File: config.mk
export PLATFORM = sky130hd
export DESIGN_NAME = uart_cmd_wrapper_flat
export DESIGN_NICKNAME = d
export VERILOG_FILES = /design/src/rtl/comm_pkg.sv /design/src/rtl/uart_cmd_wrapper_if.sv /design/src/rtl/uart_trcvr.sv /design/src/rtl/uart_cmd_wrapper.sv /design/src/flat_wrapper.sv
export SDC_FILE = /design/constraint.sdc
export NUM_CORES = 1
export LEC_CHECK = 0
export CORE_AREA = 2 2 93 95
export CTS_BUF_LIST = sky130_fd_sc_hd__clkbuf_2
export CTS_CLUSTER_DIAMETER = 200
export CTS_CLUSTER_SIZE = 28
export DETAILED_ROUTE_END_ITERATION = 16
export DIE_AREA = 0 0 95 97
export DONT_BUFFER_PORTS = 1
export PLACE_DENSITY = 0.77
export SLEW_MARGIN = 30
export SYNTH_ARGS = -nofsm -noshare
export SYNTH_HDL_FRONTEND = slang
export SYNTH_SLANG_ARGS = --single-unit
export TNS_END_PERCENT = 5
File: constraint.sdc
create_clock -name clk -period 5.69 [get_ports clk]
set_input_delay 1.138 -clock clk [delete_from_list [all_inputs] [get_ports clk]]
set_output_delay 1.138 -clock clk [all_outputs]
set_load 0.01 [all_outputs]
File: src/rtl/comm_pkg.sv
// Shared types and constants for the UART command link: frame FSM states,
// command opcodes and the acknowledge byte.
package comm_pkg;

    typedef enum logic [1:0] {
        IDLE    = 2'd0,
        WAIT_HI = 2'd1,
        WAIT_LO = 2'd2
    } frame_state_t;

    localparam logic [7:0] REQ_BATT  = 8'h01;
    localparam logic [7:0] SET_PTCH  = 8'h02;
    localparam logic [7:0] SET_ROLL  = 8'h03;
    localparam logic [7:0] SET_YAW   = 8'h04;
    localparam logic [7:0] SET_THRST = 8'h05;
    localparam logic [7:0] CALIBRATE = 8'h06;
    localparam logic [7:0] EMER_LAND = 8'h07;
    localparam logic [7:0] MTRS_OFF  = 8'h08;

    localparam logic [7:0] ACK = 8'hA5;

endpackage

File: src/rtl/uart_cmd_wrapper_if.sv
// Host-side bus of the command wrapper: decoded frame out, response byte in.
interface uart_cmd_wrapper_if;
    logic [7:0]  cmd;
    logic [15:0] data;
    logic        cmd_rdy;
    logic        clr_cmd_rdy;
    logic        send_resp;
    logic [7:0]  resp;
    logic        resp_sent;
    logic        tx_busy;

    modport master (
        input  cmd, data, cmd_rdy, resp_sent, tx_busy,
        output clr_cmd_rdy, send_resp, resp
    );

    modport slave (
        output cmd, data, cmd_rdy, resp_sent, tx_busy,
        input  clr_cmd_rdy, send_resp, resp
    );
endinterface

File: src/rtl/uart_trcvr.sv
// 8N1 byte transceiver: independent receiver (synchronized, mid-bit sampling)
// and transmitter. rx_busy exists only when UART_CMD_FRAME_TIMEOUT_EN is defined.
module uart_trcvr #(
    parameter int unsigned BAUD_DIV = 2604
) (
    input  logic       clk,
    input  logic       rst_n,
    input  logic       rx,
    output logic       tx,
    output logic       rx_rdy,
    output logic [7:0] rx_data,
`ifdef UART_CMD_FRAME_TIMEOUT_EN
    output logic       rx_busy,
`endif
    input  logic       trmt,
    input  logic [7:0] tx_data,
    output logic       tx_busy,
    output logic       tx_done
);

    localparam int unsigned CNT_W = (BAUD_DIV > 2) ? $clog2(BAUD_DIV) : 1;
    localparam logic [CNT_W-1:0] BIT_LAST  = CNT_W'(BAUD_DIV - 1);
    localparam logic [CNT_W-1:0] HALF_LAST = CNT_W'(BAUD_DIV / 2 - 1);

    logic             rx_s1, rx_s2, rx_prev;
    logic             rx_act;
    logic [CNT_W-1:0] rx_cnt;
    logic [3:0]       rx_bit;
    logic [7:0]       rx_shift;

    logic [9:0]       tx_shift;
    logic [CNT_W-1:0] tx_cnt;
    logic [3:0]       tx_bit;

    // Receiver: bit 0 is the start bit, 1..8 data (LSB first), 9 the stop bit.
    always_ff @(posedge clk or negedge rst_n) begin
        if (!rst_n) begin
            rx_s1    <= 1'b1;
            rx_s2    <= 1'b1;
            rx_prev  <= 1'b1;
            rx_act   <= 1'b0;
            rx_cnt   <= '0;
            rx_bit   <= '0;
            rx_shift <= '0;
            rx_rdy   <= 1'b0;
            rx_data  <= '0;
        end else begin
            rx_s1   <= rx;
            rx_s2   <= rx_s1;
            rx_prev <= rx_s2;
            rx_rdy  <= 1'b0;
            if (!rx_act) begin
                if (rx_prev && !rx_s2) begin
                    rx_act <= 1'b1;
                    rx_cnt <= HALF_LAST;
                    rx_bit <= '0;
                end
            end else if (rx_cnt != '0) begin
                rx_cnt <= rx_cnt - CNT_W'(1);
            end else begin
                rx_cnt <= BIT_LAST;
                rx_bit <= rx_bit + 4'd1;
                if (rx_bit == 4'd0) begin
                    if (rx_s2) rx_act <= 1'b0;   // glitch, not a real start bit
                end else if (rx_bit < 4'd9) begin
                    rx_shift <= {rx_s2, rx_shift[7:1]};
                end else begin
                    rx_act <= 1'b0;
                    if (rx_s2) begin
                        rx_rdy  <= 1'b1;
                        rx_data <= rx_shift;
                    end
                end
            end
        end
    end

`ifdef UART_CMD_FRAME_TIMEOUT_EN
    assign rx_busy = rx_act;
`endif

    // Transmitter: the shift register idles all-ones so the line idles high.
    always_ff @(posedge clk or negedge rst_n) begin
        if (!rst_n) begin
            tx_shift <= '1;
            tx_cnt   <= '0;
            tx_bit   <= '0;
            tx_busy  <= 1'b0;
            tx_done  <= 1'b0;
        end else begin
            tx_done <= 1'b0;
            if (!tx_busy) begin
                if (trmt) begin
                    tx_shift <= {1'b1, tx_data, 1'b0};
                    tx_cnt   <= BIT_LAST;
                    tx_bit   <= '0;
                    tx_busy  <= 1'b1;
                end
            end else if (tx_cnt != '0) begin
                tx_cnt <= tx_cnt - CNT_W'(1);
            end else begin
                tx_cnt   <= BIT_LAST;
                tx_shift <= {1'b1, tx_shift[9:1]};
                if (tx_bit == 4'd9) begin
                    tx_busy <= 1'b0;
                    tx_done <= 1'b1;
                end else begin
                    tx_bit <= tx_bit + 4'd1;
                end
            end
        end
    end

    assign tx = tx_shift[0];

endmodule

File: src/rtl/uart_cmd_wrapper.sv
// Three-byte command frame decoder and response sender over a UART link.
// Define UART_CMD_FRAME_TIMEOUT_EN to abandon partial frames after an idle RX line.
module uart_cmd_wrapper
    import comm_pkg::*;
#(
    parameter int unsigned BAUD_DIV     = 2604,
    parameter int unsigned TIMEOUT_BITS = 40
) (
    input  logic                clk,
    input  logic                rst_n,
    input  logic                RX,
    output logic                TX,
    uart_cmd_wrapper_if.slave   bus
);

    if (BAUD_DIV < 4 || TIMEOUT_BITS == 0) begin : g_bad_cfg
        $error("uart_cmd_wrapper: BAUD_DIV must be >= 4 and TIMEOUT_BITS nonzero");
    end

    frame_state_t state, state_nxt;
    logic         rx_rdy;
    logic [7:0]   rx_data;
    logic         ld_cmd_c, ld_hi_c, ld_lo_c;
    logic [7:0]   cmd_shadow, hi_shadow;
    logic         tx_busy, tx_done;

`ifdef UART_CMD_FRAME_TIMEOUT_EN
    localparam int unsigned TO_CLKS = TIMEOUT_BITS * BAUD_DIV;
    localparam int unsigned TO_W    = $clog2(TO_CLKS + 1);

    logic            rx_busy;
    logic [TO_W-1:0] to_cnt;
    logic            timeout_c;

    // Idle time on RX while a frame is partially received.
    always_ff @(posedge clk or negedge rst_n) begin
        if (!rst_n)                          to_cnt <= '0;
        else if (state == IDLE || rx_busy)   to_cnt <= '0;
        else if (!timeout_c)                 to_cnt <= to_cnt + TO_W'(1);
    end

    assign timeout_c = (to_cnt == TO_W'(TO_CLKS - 1));
`endif

    uart_trcvr #(.BAUD_DIV(BAUD_DIV)) u_trcvr (
        .clk     (clk),
        .rst_n   (rst_n),
        .rx      (RX),
        .tx      (TX),
        .rx_rdy  (rx_rdy),
        .rx_data (rx_data),
`ifdef UART_CMD_FRAME_TIMEOUT_EN
        .rx_busy (rx_busy),
`endif
        .trmt    (bus.send_resp),
        .tx_data (bus.resp),
        .tx_busy (tx_busy),
        .tx_done (tx_done)
    );

    assign bus.tx_busy   = tx_busy;
    assign bus.resp_sent = tx_done;

    always_ff @(posedge clk or negedge rst_n) begin
        if (!rst_n) state <= IDLE;
        else        state <= state_nxt;
    end

    always_comb begin
        state_nxt = state;
        if (rx_rdy) begin
            case (state)
                IDLE:    state_nxt = WAIT_HI;
                WAIT_HI: state_nxt = WAIT_LO;
                WAIT_LO: state_nxt = IDLE;
                default: state_nxt = IDLE;
            endcase
        end
`ifdef UART_CMD_FRAME_TIMEOUT_EN
        else if (timeout_c) begin
            state_nxt = IDLE;
        end
`endif
    end

    always_comb begin
        ld_cmd_c = 1'b0;
        ld_hi_c  = 1'b0;
        ld_lo_c  = 1'b0;
        if (rx_rdy) begin
            ld_cmd_c = (state == IDLE);
            ld_hi_c  = (state == WAIT_HI);
            ld_lo_c  = (state == WAIT_LO);
        end
    end

    // Shadow bytes are only published when the whole frame has arrived.
    always_ff @(posedge clk or negedge rst_n) begin
        if (!rst_n) begin
            cmd_shadow  <= '0;
            hi_shadow   <= '0;
            bus.cmd     <= '0;
            bus.data    <= '0;
            bus.cmd_rdy <= 1'b0;
        end else begin
            if (ld_cmd_c) cmd_shadow <= rx_data;
            if (ld_hi_c)  hi_shadow  <= rx_data;
            if (ld_lo_c) begin
                bus.cmd     <= cmd_shadow;
                bus.data    <= {hi_shadow, rx_data};
                bus.cmd_rdy <= 1'b1;
            end else if (bus.clr_cmd_rdy || ld_cmd_c) begin
                bus.cmd_rdy <= 1'b0;
            end
        end
    end

endmodule
File: src/flat_wrapper.sv
// flat-port wrapper written by rule: the top's interface ports become plain ports
module uart_cmd_wrapper_flat import comm_pkg::*;
#(
    parameter int unsigned BAUD_DIV     = 2604,
    parameter int unsigned TIMEOUT_BITS = 40
)
  (clk, rst_n, RX, TX, bus_cmd, bus_data, bus_cmd_rdy, bus_resp_sent, bus_tx_busy, bus_clr_cmd_rdy, bus_send_resp, bus_resp);
  uart_cmd_wrapper_if bus_i ();
  input  logic clk;
  input  logic rst_n;
  input  logic RX;
  output logic TX;
  output wire logic [$bits(bus_i.cmd)-1:0] bus_cmd;
  output wire logic [$bits(bus_i.data)-1:0] bus_data;
  output wire logic [$bits(bus_i.cmd_rdy)-1:0] bus_cmd_rdy;
  output wire logic [$bits(bus_i.resp_sent)-1:0] bus_resp_sent;
  output wire logic [$bits(bus_i.tx_busy)-1:0] bus_tx_busy;
  input wire logic [$bits(bus_i.clr_cmd_rdy)-1:0] bus_clr_cmd_rdy;
  input wire logic [$bits(bus_i.send_resp)-1:0] bus_send_resp;
  input wire logic [$bits(bus_i.resp)-1:0] bus_resp;
  assign bus_cmd = bus_i.cmd;
  assign bus_data = bus_i.data;
  assign bus_cmd_rdy = bus_i.cmd_rdy;
  assign bus_resp_sent = bus_i.resp_sent;
  assign bus_tx_busy = bus_i.tx_busy;
  assign bus_i.clr_cmd_rdy = bus_clr_cmd_rdy;
  assign bus_i.send_resp = bus_send_resp;
  assign bus_i.resp = bus_resp;
  uart_cmd_wrapper #(.BAUD_DIV(BAUD_DIV), .TIMEOUT_BITS(TIMEOUT_BITS)) u_core (.clk(clk), .rst_n(rst_n), .RX(RX), .TX(TX), .bus(bus_i));
endmodule
==> run metrics <==
status=finished, final reports clean; DRC=0; RSZ-0062 raised after global routing=false; Clock Power Share=21.5%; Final Hold Fails=0; fraction of layout cells with a size suffix above 1=29.08%; Die Ht=around 97 um; f_max=approximately 370 MHz; nets=a little over 400; leakage power=between 2 and 2.5 nW; Fin Clk Skew=34.27 ps; FF+latch area=around 2700 um2; CTS clk-pin slew, worst paths=between 300 and 400 ps; core area=between 8000 and 9000 um2; post-route ant nets=0; top_reg_cell synth=dfrtp_1; depth of the CTS H-tree=3; # Post-CTS Setup Buffers=0; vias in the first global route=between 3,000 and 4,000; fillers=around 620; CP Capture Type=output pin; syn_nets=a little over 400; Setup TNS=0 ps; register bit total from synthesis=~110; Worst slew margin=42.03%; Max-Cap Viols=0; sequential share of the synthesized area=a little under three fifths; TritonCTS clock tree=built; WL per Instance=approximately 16 um; Gates resized, CTS repair=0; Clock Tree Root=clkbuf_2; clk sink count=107; cts bufs inserted=9; gr usage total=a little under a fifth; Via density=5.907; RePlAce Congestion=approximately 0.87; Slew @ Worst Pin=between 800 and 900 ps; Clk Latency, worst-skew pair=between 500 and 600 ps; Yosys warnings=0; startpoint types=flip-flop; switch share=roughly 33%; first-pass GRT wire length=14,040 um; post-route insts no fill=around 500; antenna cells=0; hold_buf cts=0; min cycle time layout=roughly 2700 ps; Detailed Routing Iterations Pass 1=5; R2R Path Start=u_core.u_trcvr.rx_act; Syn Inst Count=386; synthesized cell area=4767 um2; Area growth, synth to finish=4.541%; Max VDD drop=0.0002491 V; die area=~9200 um2; post-synth cell types=53; Slew Viols, Final=0; Comb pwr share=17.8%; Setup violations, final=0; largest net degree at the start of global routing=108; Hold Crit Class=input port to async pin; period utilization=47.42%; critical path required time=around 4600 ps; starting density of the core=between 50% and 60%; Int Pwr=approximately 0.0011 W; Reg2Reg Capture Point=u_core.u_trcvr.rx_data[4]; synthesized area per cell=around 12 um2; Crit Path Category=flip-flop to output pin; R2R depth=4; pwr/cell area=326.6 nW/um2; antenna violations before repair=0; crit path max fanout=26; Post-synth ARST share=100.0%; Total Wirelength=between 7000 and 8000 um; Iter 0 DRT Violations=163; clk buf depth=2; Reg power frac=60.7%; site row count=33; Multi-input gate area=between 1500 and 2000 um2; placed cell count=between 400 and 500; number of I/O pins=41; Final HPWL DP=approximately 5500 um; die width=around 95 um; R2R setup slack=3220 ps; CP arrival=around 1600 ps; vias=around 3,000; global route overflow=0; port bufs=0; Switch Pwr=0.0005412 W; Post-synth EDFFs=0
sequential cells by signal (all words and copies together), names as in the netlist, 2 cells and up:
signal / cells
u_core.u_trcvr.tx_bit: 4
u_core.bus.cmd: 8
u_core.bus.data: 16
u_core.u_trcvr.rx_data: 8
u_core.hi_shadow: 8
u_core.u_trcvr.tx_shift: 9
u_core.u_trcvr.rx_cnt: 12
u_core.u_trcvr.rx_bit: 4
u_core.u_trcvr.rx_shift: 8
u_core.cmd_shadow: 8
u_core.u_trcvr.tx_cnt: 12
u_core.state: 2
cell usage in the layout (no fill, tap or decap), types with 2 or more instances in the layout:
cell type and count:
ha_1 8, and3_1 2, or2_2 3, nand2b_1 5
a31oi_1 4, nand2_1 15, xnor2_1 6, nor2b_1 4
nand3b_1 5, and4_1 2, o211ai_1 3, o31ai_1 2
clkbuf_2 9, dfstp_2 12, a221o_1 2, nand4_1 6
o21ai_0 19, inv_8 4, or4_1 4, or3_1 3
nor3_1 10, nand3_1 16, a21oi_1 14, inv_1 14
mux2_2 71, xor2_1 5, nand4b_1 2, a211o_1 2
nor2_1 19, dfrtp_1 95
cell type report:
cell class                 count  share of cell area (%)
multi-input combinational    255                   39.82
tap                          105                   2.636
sequential                   107                   54.03
clock inverter                 7                   1.557
clock buffer                   9                  0.9038
inverter                      14                   1.054
Yosys cell counts (3+ instances only):
cell	number	area (um2)
clkbuf_1	7	26.28
a21oi_1	14	70.07
dfrtp_1	95	2377
a31oi_1	4	25.02
or3_1	4	25.02
dfstp_2	12	315.3
o21ai_0	19	95.09
o211ai_1	3	22.52
mux2_2	71	799.5
ha_1	8	100.1
xor2_1	5	43.79
nor3_1	10	50.05
nand3_1	16	80.08
or4_1	4	30.03
xnor2_1	6	52.55
nand2b_1	5	31.28
or2_2	3	18.77
nand2_1	15	56.30
inv_1	14	52.55
nand3b_1	5	37.54
nor2b_1	4	25.02
nor2_1	19	71.32
nand4_1	6	37.54
cell families after synthesis:
group | count (synthesis) | synth area share (%)
AND/OR/NAND/NOR | 110 | 13.54
flip-flops | 107 | 56.48
multiplexers | 72 | 16.98
AO/OA/AOI/OAI | 54 | 6.956
buffers and inverters | 24 | 1.916
XOR/XNOR | 11 | 2.021
adder cells (fa/ha/maj) | 8 | 2.100
per-layer routing:
| metal | global-route usage (%) | vias up | share of wire [%] |
|---|---|---|---|
| li1 | - | 1406 | - |
| met1 | 25.87 | 1478 | 45 |
| met2 | 31.70 | 44 | 50 |
| met3 | 3.193 | 8 | 4.0 |
| met4 | 6.020 | 0 | 1.1 |
| met5 | 0 | - | 0 |
metrics by stage:
step	area, um2	hold slack, ps	util [%]	total power (W)	setup slack (ps)
2_1_floorplan	4767	345.2	-	0.001214	3657
3_3_place_gp	4860	346.3	59.74	0.001267	3429
3_5_place_dp	4861	351.2	59.76	0.001289	3267
4_1_cts	4984	154.9	61.27	0.001644	2952
5_1_grt	4984	112.9	61.27	0.001738	2867
6_report	4984	187.7	61.27	0.001628	2992
worst max path at each step:
stage | startpoint | end | slack [ps] | depth (start not counted)
2_1_floorplan | u_core.u_trcvr.rx_cnt[0] | u_core.u_trcvr.rx_data[0] | 3660 | 6
3_3_place_gp | u_core.u_trcvr.rx_act | u_core.u_trcvr.rx_data[3] | 3430 | 4
3_5_place_dp | u_core.u_trcvr.rx_act | u_core.u_trcvr.rx_data[4] | 3270 | 4
4_1_cts | u_core.u_trcvr.tx_busy | bus_tx_busy | 2950 | 0
5_1_grt | u_core.u_trcvr.tx_busy | bus_tx_busy | 2870 | 0
6_report | u_core.u_trcvr.tx_busy | bus_tx_busy | 2990 | 0
power groups by stage:
stage	combinational, W	clock (W)	sequential [W]
floorplan	0.000242	0	0.000971
global placement	0.000276	0	0.000992
detailed placement	0.000291	0	0.000998
CTS	0.000292	0.000366	0.000986
global route	0.000331	0.000400	0.00101
finish	0.000290	0.000351	0.000987
worst register-to-register path: cells and delay by family, from the launching register on:
kind,cells,cell delay [ps]
simple gates,3,1380
flops,1,640
mux,1,390
(Power assumes the default switching activity.)
